File: src/rtl/ravenoc_pkg.sv
// Shared defaults and scheduler state encoding for the NoC TX send path.
package ravenoc_pkg;

    localparam int NumVCDefault         = 3;
    localparam int FlitDataWidthDefault = 32;
    localparam int PktWidthDefault      = 8;

    typedef enum logic {
        IDLE   = 1'b0,
        LOCKED = 1'b1
    } sched_state_t;

endpackage

File: src/rtl/rr_arbiter.sv
// Combinational N-way arbiter: round-robin search starting after ptr, or fixed
// priority where the highest requesting index wins.
module rr_arbiter #(
    parameter int N          = 3,
    parameter int RoundRobin = 1,
    localparam int IdxW      = $clog2(N)
) (
    input  logic [N-1:0]    req,
    input  logic [IdxW-1:0] ptr,
    output logic [N-1:0]    grant,
    output logic [IdxW-1:0] grant_idx
);

    logic found;
    int   cand;

    always_comb begin
        grant_idx = '0;
        found     = 1'b0;
        cand      = 0;
        if (RoundRobin != 0) begin
            // Last served VC gets lowest priority next time
            for (int k = 1; k <= N; k++) begin
                cand = int'(ptr) + k;
                if (cand >= N) cand = cand - N;
                if (!found && req[cand]) begin
                    found     = 1'b1;
                    grant_idx = IdxW'(cand);
                end
            end
        end else begin
            for (int i = 0; i < N; i++) begin
                if (req[i]) grant_idx = IdxW'(i);
            end
        end
        grant = '0;
        if (|req) grant[grant_idx] = 1'b1;
    end

endmodule

File: src/rtl/vc_tx_scheduler.sv
// Shares the packet-processor send path among per-VC TX FIFOs, holding the
// grant for a whole packet so HEAD/BODY/TAIL flits never interleave.
module vc_tx_scheduler
    import ravenoc_pkg::*;
#(
    parameter int NumVC         = NumVCDefault,
    parameter int FlitDataWidth = FlitDataWidthDefault,
    parameter int PktWidth      = PktWidthDefault,
    parameter int RoundRobin    = 1,
    localparam int IdxW         = $clog2(NumVC)
) (
    input  logic                           clk_axi,
    input  logic                           arst_axi,
    input  logic [NumVC-1:0]               vc_valid_i,
    input  logic [NumVC*FlitDataWidth-1:0] vc_flit_i,
    input  logic [NumVC*PktWidth-1:0]      vc_pkt_sz_i,
    output logic [NumVC-1:0]               vc_ready_o,
    output logic                           pkt_valid_o,
    output logic [FlitDataWidth-1:0]       pkt_flit_o,
    output logic [IdxW-1:0]                pkt_vc_id_o,
    output logic [PktWidth-1:0]            pkt_sz_o,
    input  logic                           pkt_ready_i,
    output logic                           busy_o,
    output logic [IdxW-1:0]                grant_o
);

    sched_state_t         state_ff, state_nxt;
    logic [IdxW-1:0]      grant_ff, grant_nxt;
    logic [IdxW-1:0]      rr_ptr_ff, rr_ptr_nxt;
    logic [PktWidth-1:0]  remaining_ff, remaining_nxt;

    logic [NumVC-1:0]         arb_onehot;
    logic [IdxW-1:0]          arb_idx;
    logic [IdxW-1:0]          sel_idx;
    logic [FlitDataWidth-1:0] sel_flit;
    logic [PktWidth-1:0]      sel_sz;
    logic                     locked;
    logic                     accept;

    rr_arbiter #(
        .N          (NumVC),
        .RoundRobin (RoundRobin)
    ) u_arb (
        .req       (vc_valid_i),
        .ptr       (rr_ptr_ff),
        .grant     (arb_onehot),
        .grant_idx (arb_idx)
    );

    assign locked  = (state_ff == LOCKED);
    assign sel_idx = locked ? grant_ff : arb_idx;

    always_comb begin
        sel_flit = '0;
        sel_sz   = '0;
        for (int i = 0; i < NumVC; i++) begin
            if (sel_idx == IdxW'(i)) begin
                sel_flit = vc_flit_i[i*FlitDataWidth +: FlitDataWidth];
                sel_sz   = vc_pkt_sz_i[i*PktWidth +: PktWidth];
            end
        end
    end

    // Valid is formed from requests only, never from pkt_ready_i
    assign pkt_valid_o = locked ? vc_valid_i[grant_ff] : (|vc_valid_i);
    assign accept      = pkt_valid_o & pkt_ready_i;
    assign pkt_flit_o  = sel_flit;
    assign pkt_vc_id_o = sel_idx;
    assign pkt_sz_o    = locked ? remaining_ff : sel_sz;
    assign busy_o      = locked;
    assign grant_o     = sel_idx;

    always_comb begin
        vc_ready_o = '0;
        if (accept) begin
            if (locked) vc_ready_o[grant_ff] = 1'b1;
            else        vc_ready_o = arb_onehot;
        end
    end

    always_comb begin
        state_nxt     = state_ff;
        grant_nxt     = grant_ff;
        remaining_nxt = remaining_ff;
        rr_ptr_nxt    = rr_ptr_ff;
        case (state_ff)
            IDLE: begin
                if (accept) begin
                    if (sel_sz != '0) begin
                        state_nxt     = LOCKED;
                        grant_nxt     = arb_idx;
                        remaining_nxt = sel_sz;
                    end else begin
                        rr_ptr_nxt = arb_idx;
                    end
                end
            end
            LOCKED: begin
                if (accept) begin
                    remaining_nxt = remaining_ff - PktWidth'(1);
                    if (remaining_ff == PktWidth'(1)) begin
                        state_nxt  = IDLE;
                        rr_ptr_nxt = grant_ff;
                    end
                end
            end
            default: state_nxt = IDLE;
        endcase
    end

    always_ff @(posedge clk_axi or posedge arst_axi) begin
        if (arst_axi) begin
            state_ff     <= IDLE;
            grant_ff     <= '0;
            remaining_ff <= '0;
            rr_ptr_ff    <= '0;
        end else begin
            state_ff     <= state_nxt;
            grant_ff     <= grant_nxt;
            remaining_ff <= remaining_nxt;
            rr_ptr_ff    <= rr_ptr_nxt;
        end
    end

endmodule

File: config.mk
export PLATFORM = sky130hd
export DESIGN_NAME = vc_tx_scheduler
export DESIGN_NICKNAME = d
export VERILOG_FILES = /design/src/rtl/ravenoc_pkg.sv /design/src/rtl/rr_arbiter.sv /design/src/rtl/vc_tx_scheduler.sv
export SDC_FILE = /design/constraint.sdc
export NUM_CORES = 1
export LEC_CHECK = 0
export CAP_MARGIN = 0
export CORE_UTILIZATION = 31
export CTS_BUF_LIST = sky130_fd_sc_hd__clkbuf_16
export DETAILED_ROUTE_END_ITERATION = 16
export PLACE_DENSITY = 0.79
export SYNTH_ARGS = -nofsm -noshare
export SYNTH_HDL_FRONTEND = slang
export SYNTH_HIERARCHICAL = 1
export SYNTH_SLANG_ARGS = --single-unit
File: constraint.sdc
create_clock -name clk_axi -period 3.4 [get_ports clk_axi]
set_input_delay 0.68 -clock clk_axi [delete_from_list [all_inputs] [get_ports clk_axi]]
set_output_delay 0.68 -clock clk_axi [all_outputs]
set_load 0.03 [all_outputs]
==> impl_metrics.json, run 1 <==
{
  "cts_made_buffers": 3,
  "fin_crit_sh": 1.04,
  "ys_seq_elements": 13,
  "path_buf_inv": 3,
  "fin_ws_ps": -142,
  "synthCells": 312,
  "synth_edf_count": 0,
  "tns_ps": -3280,
  "startpoint": "vc_valid_i[0]",
  "syn2layout_area_growth_pct": 116,
  "final_cell_count_no_fill": 611,
  "critPathRequiredTime_ps": 2720,
  "cp.arrival_ps": 2860,
  "synth_cell_types": 57,
  "place_inst": 598,
  "hold_ws_ps": 560,
  "end_kind": "output pin",
  "cts_tree": "done",
  "nFillCells": 560,
  "final-hold-violation-count": 0,
  "postSynthAreaPerCell_um2": 7.09,
  "layout.nets": 647,
  "p_int_mw": 1.31,
  "root_buffer": "clkbuf_16",
  "antenna_found_initial": 0,
  "peakVddDrop_mv": 0.511,
  "max_freq_mhz": 282,
  "status": "finished, violations left",
  "start_util": 0.324,
  "p_switching_mw": 1.27,
  "ys_seq_area_frac": 0.147,
  "gp_congestion": 0.901,
  "track_usage": 0.254,
  "p_leak_nw": 2.03,
  "reg2reg_to": "rr_ptr_ff[1]",
  "vias_per_cell": 5.41,
  "clk_pin_slew_ps": 50,
  "drive_gt1_frac": 0.357,
  "synth-async-reset-ratio": 1.00,
  "crit_type": "in2out",
  "critPathMaxStageDelay_ps": 530,
  "coreArea_um2": 6830,
  "grt_pass1_vias": 3214,
  "dp_hpwl_mm": 7.88,
  "worst-path-max-fanout": 7,
  "grt_max_degree": 32,
  "swShare": 0.492,
  "clock-sinks": 13,
  "final_core_util": 0.701,
  "cp_cell_sequence": "clkdlybuf4s15_1 -> a21bo_1 -> nand3_2 -> o31ai_4 -> or3b_2 -> nand2_4 -> a222oi_1 -> buf_4 -> mux2i_2 -> buf_12",
  "cp-start-kind": "input port",
  "wl_mm": 10.2,
  "tightest_slew_ps": 553,
  "slowest_stage": "or3b_2",
  "drt_iter0_markers": 157,
  "seqCellArea_um2": 328,
  "htreeDepth": 1,
  "max_slew_margin": 0.631,
  "seqPwrFrac": 0.090,
  "hold_end": "remaining_ff[1]",
  "io_pins": 175,
  "violations": "setup timing",
  "synth_top_area_frac": 0.172,
  "whs_path_depth": 2,
  "dieArea_um2": 7470,
  "drt-wirelength-per-cell_um": 16.8,
  "yosysWarnings": 6,
  "syn-num-nets": 443,
  "rr_worst_depth": 15,
  "drt_first_pass_iters": 5,
  "min_from": "remaining_ff[1]",
  "yosys.area.top_type": "mux2i_1",
  "min_path_type": "reg2reg",
  "die_h_um": 86.5,
  "regToRegStartpoint": "rr_ptr_ff[0]",
  "port_buffers": 174,
  "diodes": 0,
  "pwr_density_cell_nw_per_um2": 540,
  "synth.area.top_cells": "mux2i_1 (17%), dfrtp_1 (15%), o21ai_0 (9.3%), nand2_1 (7.5%), a21oi_1 (3.4%)",
  "die_x_um": 86.5,
  "fin_crit_ps": 3540,
  "grt_overflow_total": 0,
  "rsz0062_at_grt": "yes",
  "fin_worst_skew_ps": 8.69,
  "drc": 0,
  "grt_pass1_wl_mm": 15.3,
  "ant_nets": 0,
  "maxCapViolCount": 0,
  "clockBufferDepth": 2,
  "pwr-share-clk": 0.088,
  "cp_top_family": "simple AND/OR/NAND/NOR gates",
  "setup_viol": 39,
  "clock_latency_ps": 250,
  "pwr-share-comb": 0.822,
  "synthFlopType": "dfrtp_1",
  "syn-cell-area_um2": 2210,
  "rrSetupSlack_ps": 50,
  "multi_input_area_um2": 2080,
  "row_count": 30,
  "slew_viol_final": 0,
  "vias": 3303
}
==> cell families (layout without fill, tap and decap cells) <==
group	Yosys count	in the layout	synth area share
compound gates	101	101	0.301
fa+ha+maj	5	5	0.0283
buf+inv	43	246	0.0849
flops	13	13	0.147
mux	42	42	0.192
simple gates	108	108	0.246
==> Yosys cell counts, drive strengths merged (2+ instances only) <==
cell     number
a2111oi       2
a211oi        3
a21boi        3
a21oi        15
a221oi        2
a222oi        6
a22oi         2
a31oi         3
and3          2
and4          2
buf          17
clkbuf       10
dfrtp        13
ha            5
inv          16
mux2          4
mux2i        38
nand2        44
nand2b       10
nand3         6
nand4         3
nor2          9
nor3         15
nor3b         2
nor4          2
o211ai        4
o21ai        41
o311ai        4
o31ai         4
or2           2
or3           3
or3b          2
or4           2
==> cells in the final DEF, fill, tap and decap left out, types with 4 or more instances in the layout <==
cell type | Yosys | routed
mux2i_2 | 0 | 11
a21oi_1 | 15 | 14
clkdlybuf4s50_1 | 0 | 123
nor3_1 | 15 | 14
nand2b_1 | 10 | 10
o21ai_0 | 41 | 8
dfrtp_1 | 13 | 11
buf_6 | 0 | 12
nand3_1 | 5 | 4
nor2_1 | 9 | 9
buf_4 | 4 | 81
o21ai_2 | 0 | 30
inv_1 | 16 | 14
nand2_1 | 44 | 40
buf_12 | 0 | 5
o211ai_1 | 4 | 4
a222oi_1 | 6 | 6
mux2i_1 | 38 | 26
==> final cells by class <==
class                   count  area share
repair buffers            226       0.442
inverters                  16      0.0131
multi-input cells         256       0.435
clock inverters             1    0.000784
well taps                  96      0.0251
clock buffers               3      0.0157
flip-flops and latches     13      0.0685
==> per-layer routing <==
metal  global-route usage  share of wire  vias up
li1                     -              -     1576
met1                0.312           0.40     1606
met2                0.465           0.54      103
met3               0.0314          0.043       18
met4               0.0682          0.016        0
met5                    0              0        -
==> power groups by stage <==
stage / logic (mW) / clock network (mW) / registers (mW)
6_report: 2.13 / 0.227 / 0.232
5_1_grt: 2.24 / 0.238 / 0.238
3_5_place_dp: 1.97 / 0 / 0.231
2_1_floorplan: 1.18 / 0 / 0.205
3_3_place_gp: 1.94 / 0 / 0.230
4_1_cts: 2.00 / 0.229 / 0.230
==> through the flow <==
step | setup slack [ps] | power (mW) | area (um2)
after global routing | -266 | 2.72 | 4790
final | -142 | 2.58 | 4790
after floorplan | 30.2 | 1.39 | 2360
after global placement | -392 | 2.17 | 4380
after detailed placement | -487 | 2.20 | 4380
after CTS | -149 | 2.46 | 4520
==> worst register-to-register path, stage by stage, from the launching register on <==
cell and delay, ps:
dfrtp_2 430, inv_4 60, ha_4 170, a22oi_2 180
nand3_2 130, o31ai_4 290, nor3b_2 90, or2_4 270
buf_6 120, a222oi_1 420, buf_4 210, buf_4 110
buf_4 100, nand4_1 160, or4_1 440, nand3_1 100
==> how the worst max path moves through the flow <==
stage,end,cells after the start
global placement,grant_ff[1],11
CTS,pkt_sz_o[3],13
detailed placement,remaining_ff[3],13
finish,pkt_sz_o[0],10
floorplan,pkt_sz_o[1],9
global route,pkt_sz_o[3],12
==> flip-flops by register name, summed over array words and instances, names as in the netlist <==
name and flops:
remaining_ff 8, grant_ff 2, rr_ptr_ff 2, busy_o 1
==> repair_timing <==
action | 4_1_cts | 5_1_grt
buffers inserted | 3 | 7
gates resized for setup | 26 | 46
hold buffers | 0 | 0
endpoints found under the setup margin | 55 | 53
pin swaps | 9 | 17
Power figures use the tool's default switching activity.
==> run 2: changes to the inputs <==
CTS_CLUSTER_DIAMETER = 60   (was unset)
==> results of run 2 <==
Same layout as run 1: the final DEF is identical, and so are final timing and power.
==> run 3: changes to the inputs <==
CORE_MARGIN = 1.5   (was unset)
SLEW_MARGIN = 20   (was unset)
==> impl_metrics.json, run 3 (synthesis gave the netlist of run 1 again) <==
{
  "fin_crit_ps": 3420,
  "finalPower_mw": 2.75,
  "grt_pass1_vias": 3068,
  "max_slew_margin": 0.600,
  "wl_mm": 10.0,
  "drc": 0,
  "grt_overflow_total": 0,
  "worst-path-max-fanout": 6,
  "coreArea_um2": 6830,
  "clk_pin_slew_ps": 50,
  "drive_gt1_frac": 0.357,
  "antenna_found_initial": 0,
  "fin_worst_skew_ps": 8.71,
  "rsz0062_at_grt": "yes",
  "gp_congestion": 0.916,
  "port_buffers": 174,
  "p_switching_mw": 1.29,
  "max_freq_mhz": 293,
  "vias": 3261,
  "hold_buffers": 0,
  "cts_made_buffers": 3,
  "tightest_slew_ps": 599,
  "regToRegStartpoint": "rr_ptr_ff[1]",
  "grt_max_degree": 32,
  "p_int_mw": 1.46,
  "start_util": 0.324,
  "pwr_density_cell_nw_per_um2": 558,
  "fin_crit_sh": 1.00,
  "place_inst": 597,
  "end_kind": "output pin",
  "regMostFlops": "remaining_ff",
  "syn2layout_area_growth_pct": 123,
  "layout.nets": 653,
  "die_x_um": 87.5,
  "cp.arrival_ps": 2740,
  "clock_latency_ps": 240,
  "cp-start-kind": "flip-flop",
  "startpoint": "rr_ptr_ff[1]",
  "drt_first_pass_iters": 6,
  "final-hold-violation-count": 0,
  "drt_iter0_markers": 107,
  "htreeDepth": 1,
  "place_ws_ps": -419,
  "seqCellArea_um2": 327,
  "nFillCells": 552,
  "dp_hpwl_mm": 7.43,
  "hold_ws_ps": 577,
  "layout_common_cells": "clkdlybuf4s50_1 (124), buf_4 (76), nand2_1 (41)",
  "setup_viol": 1,
  "status": "finished, violations left",
  "vias_per_cell": 5.29,
  "min_from": "remaining_ff[1]",
  "drt-wirelength-per-cell_um": 16.3,
  "die_h_um": 87.5,
  "fin_ws_ps": -15.5,
  "clock-sinks": 13,
  "peakVddDrop_mv": 0.466,
  "slew_viol_final": 0,
  "p_leak_nw": 2.08,
  "final_cell_count_no_fill": 617,
  "maxCapViolCount": 0,
  "largest_reg_flops": 8,
  "track_usage": 0.231,
  "io_pins": 175,
  "pwr-share-comb": 0.834,
  "cts_tree": "done",
  "critPathRequiredTime_ps": 2720,
  "seqPwrFrac": 0.085,
  "diodes": 0,
  "swShare": 0.469,
  "crit_type": "reg2out",
  "violations": "setup timing",
  "root_buffer": "clkbuf_16",
  "top_regs": "remaining_ff (8), grant_ff (2), rr_ptr_ff (2)",
  "tns_ps": -15.5,
  "multi_input_area_um2": 2040,
  "min_path_type": "reg2reg",
  "pwr-share-clk": 0.082,
  "row_count": 30,
  "grt_pass1_wl_mm": 14.4,
  "clockBufferDepth": 2,
  "ant_nets": 0,
  "final_common_cell": "clkdlybuf4s50_1",
  "dieArea_um2": 7650
}
## run 3: changes by cell type in the layout (fill, tap and decap cells not counted), moves of 2 or more
cell / previous run / this run
buf_12: 5 / 11
buf_4: 81 / 76
buf_6: 12 / 16
mux2i_1: 26 / 23
o311ai_1: 0 / 3
dlygate4sd2_1: 2 / 0
mux2_4: 2 / 0
mux2i_2: 11 / 13
nand2_4: 2 / 0
o311ai_2: 3 / 1
## run 3: worst paths after layout
kind	endpoint	slack [ps]	cells after the start
worst max-delay path	pkt_sz_o[3]	-20	12
worst min-delay path	remaining_ff[1]	580	2
worst max register to register	rr_ptr_ff[1]	90	15
worst min register to register	remaining_ff[1]	580	2
max in group asynchronous	rr_ptr_ff[0]	2150	2
min in group asynchronous	remaining_ff[3]	810	2
## run 3: metal layers
metal,global-route usage,vias up,part of all wire
met5,0,-,0
li1,-,1598,-
met2,0.424,108,0.54
met3,0.0417,12,0.061
met4,0.0346,0,0.0089
met1,0.285,1543,0.39
## run 3: timing repair
action	4_1_cts	5_1_grt
pin swaps	12	15
resized for setup	30	40
setup endpoints to repair	52	46
cloned	1	1
setup buffers	8	6
## run 3: layout make-up
| class | count | share of cell area |
|---|---|---|
| Sequential cell | 13 | 0.0663 |
| Timing Repair Buffer | 232 | 0.466 |
| Clock buffer | 3 | 0.0153 |
| Tap cell | 96 | 0.0244 |
| Inverter | 16 | 0.0127 |
| Multi-Input combinational cell | 256 | 0.414 |
| Clock inverter | 1 | 0.000763 |
## run 3: worst max-delay path, cell delays in order (launching register included)
cell	delay, ps
dfrtp_1	380
buf_6	130
ha_4	170
a22oi_2	220
nand3_4	110
o31ai_4	220
buf_6	160
nor3b_2	50
or2_4	270
a222oi_1	370
buf_4	190
mux2i_2	60
buf_4	170
## run 3: per-stage QoR
step,cell area (um2),utilization
2_1_floorplan,2360,-
3_3_place_gp,4420,0.647
3_5_place_dp,4420,0.647
4_1_cts,4680,0.685
5_1_grt,4920,0.721
6_report,4920,0.721
## run 3: power groups by stage
stage               clock network [mW]  logic, mW  registers [mW]
finish                           0.225       2.29           0.232
global route                     0.240       2.41           0.236
CTS                              0.227       2.13           0.230
detailed placement                   0       1.99           0.233
global placement                     0       1.96           0.231
floorplan                            0       1.18           0.205
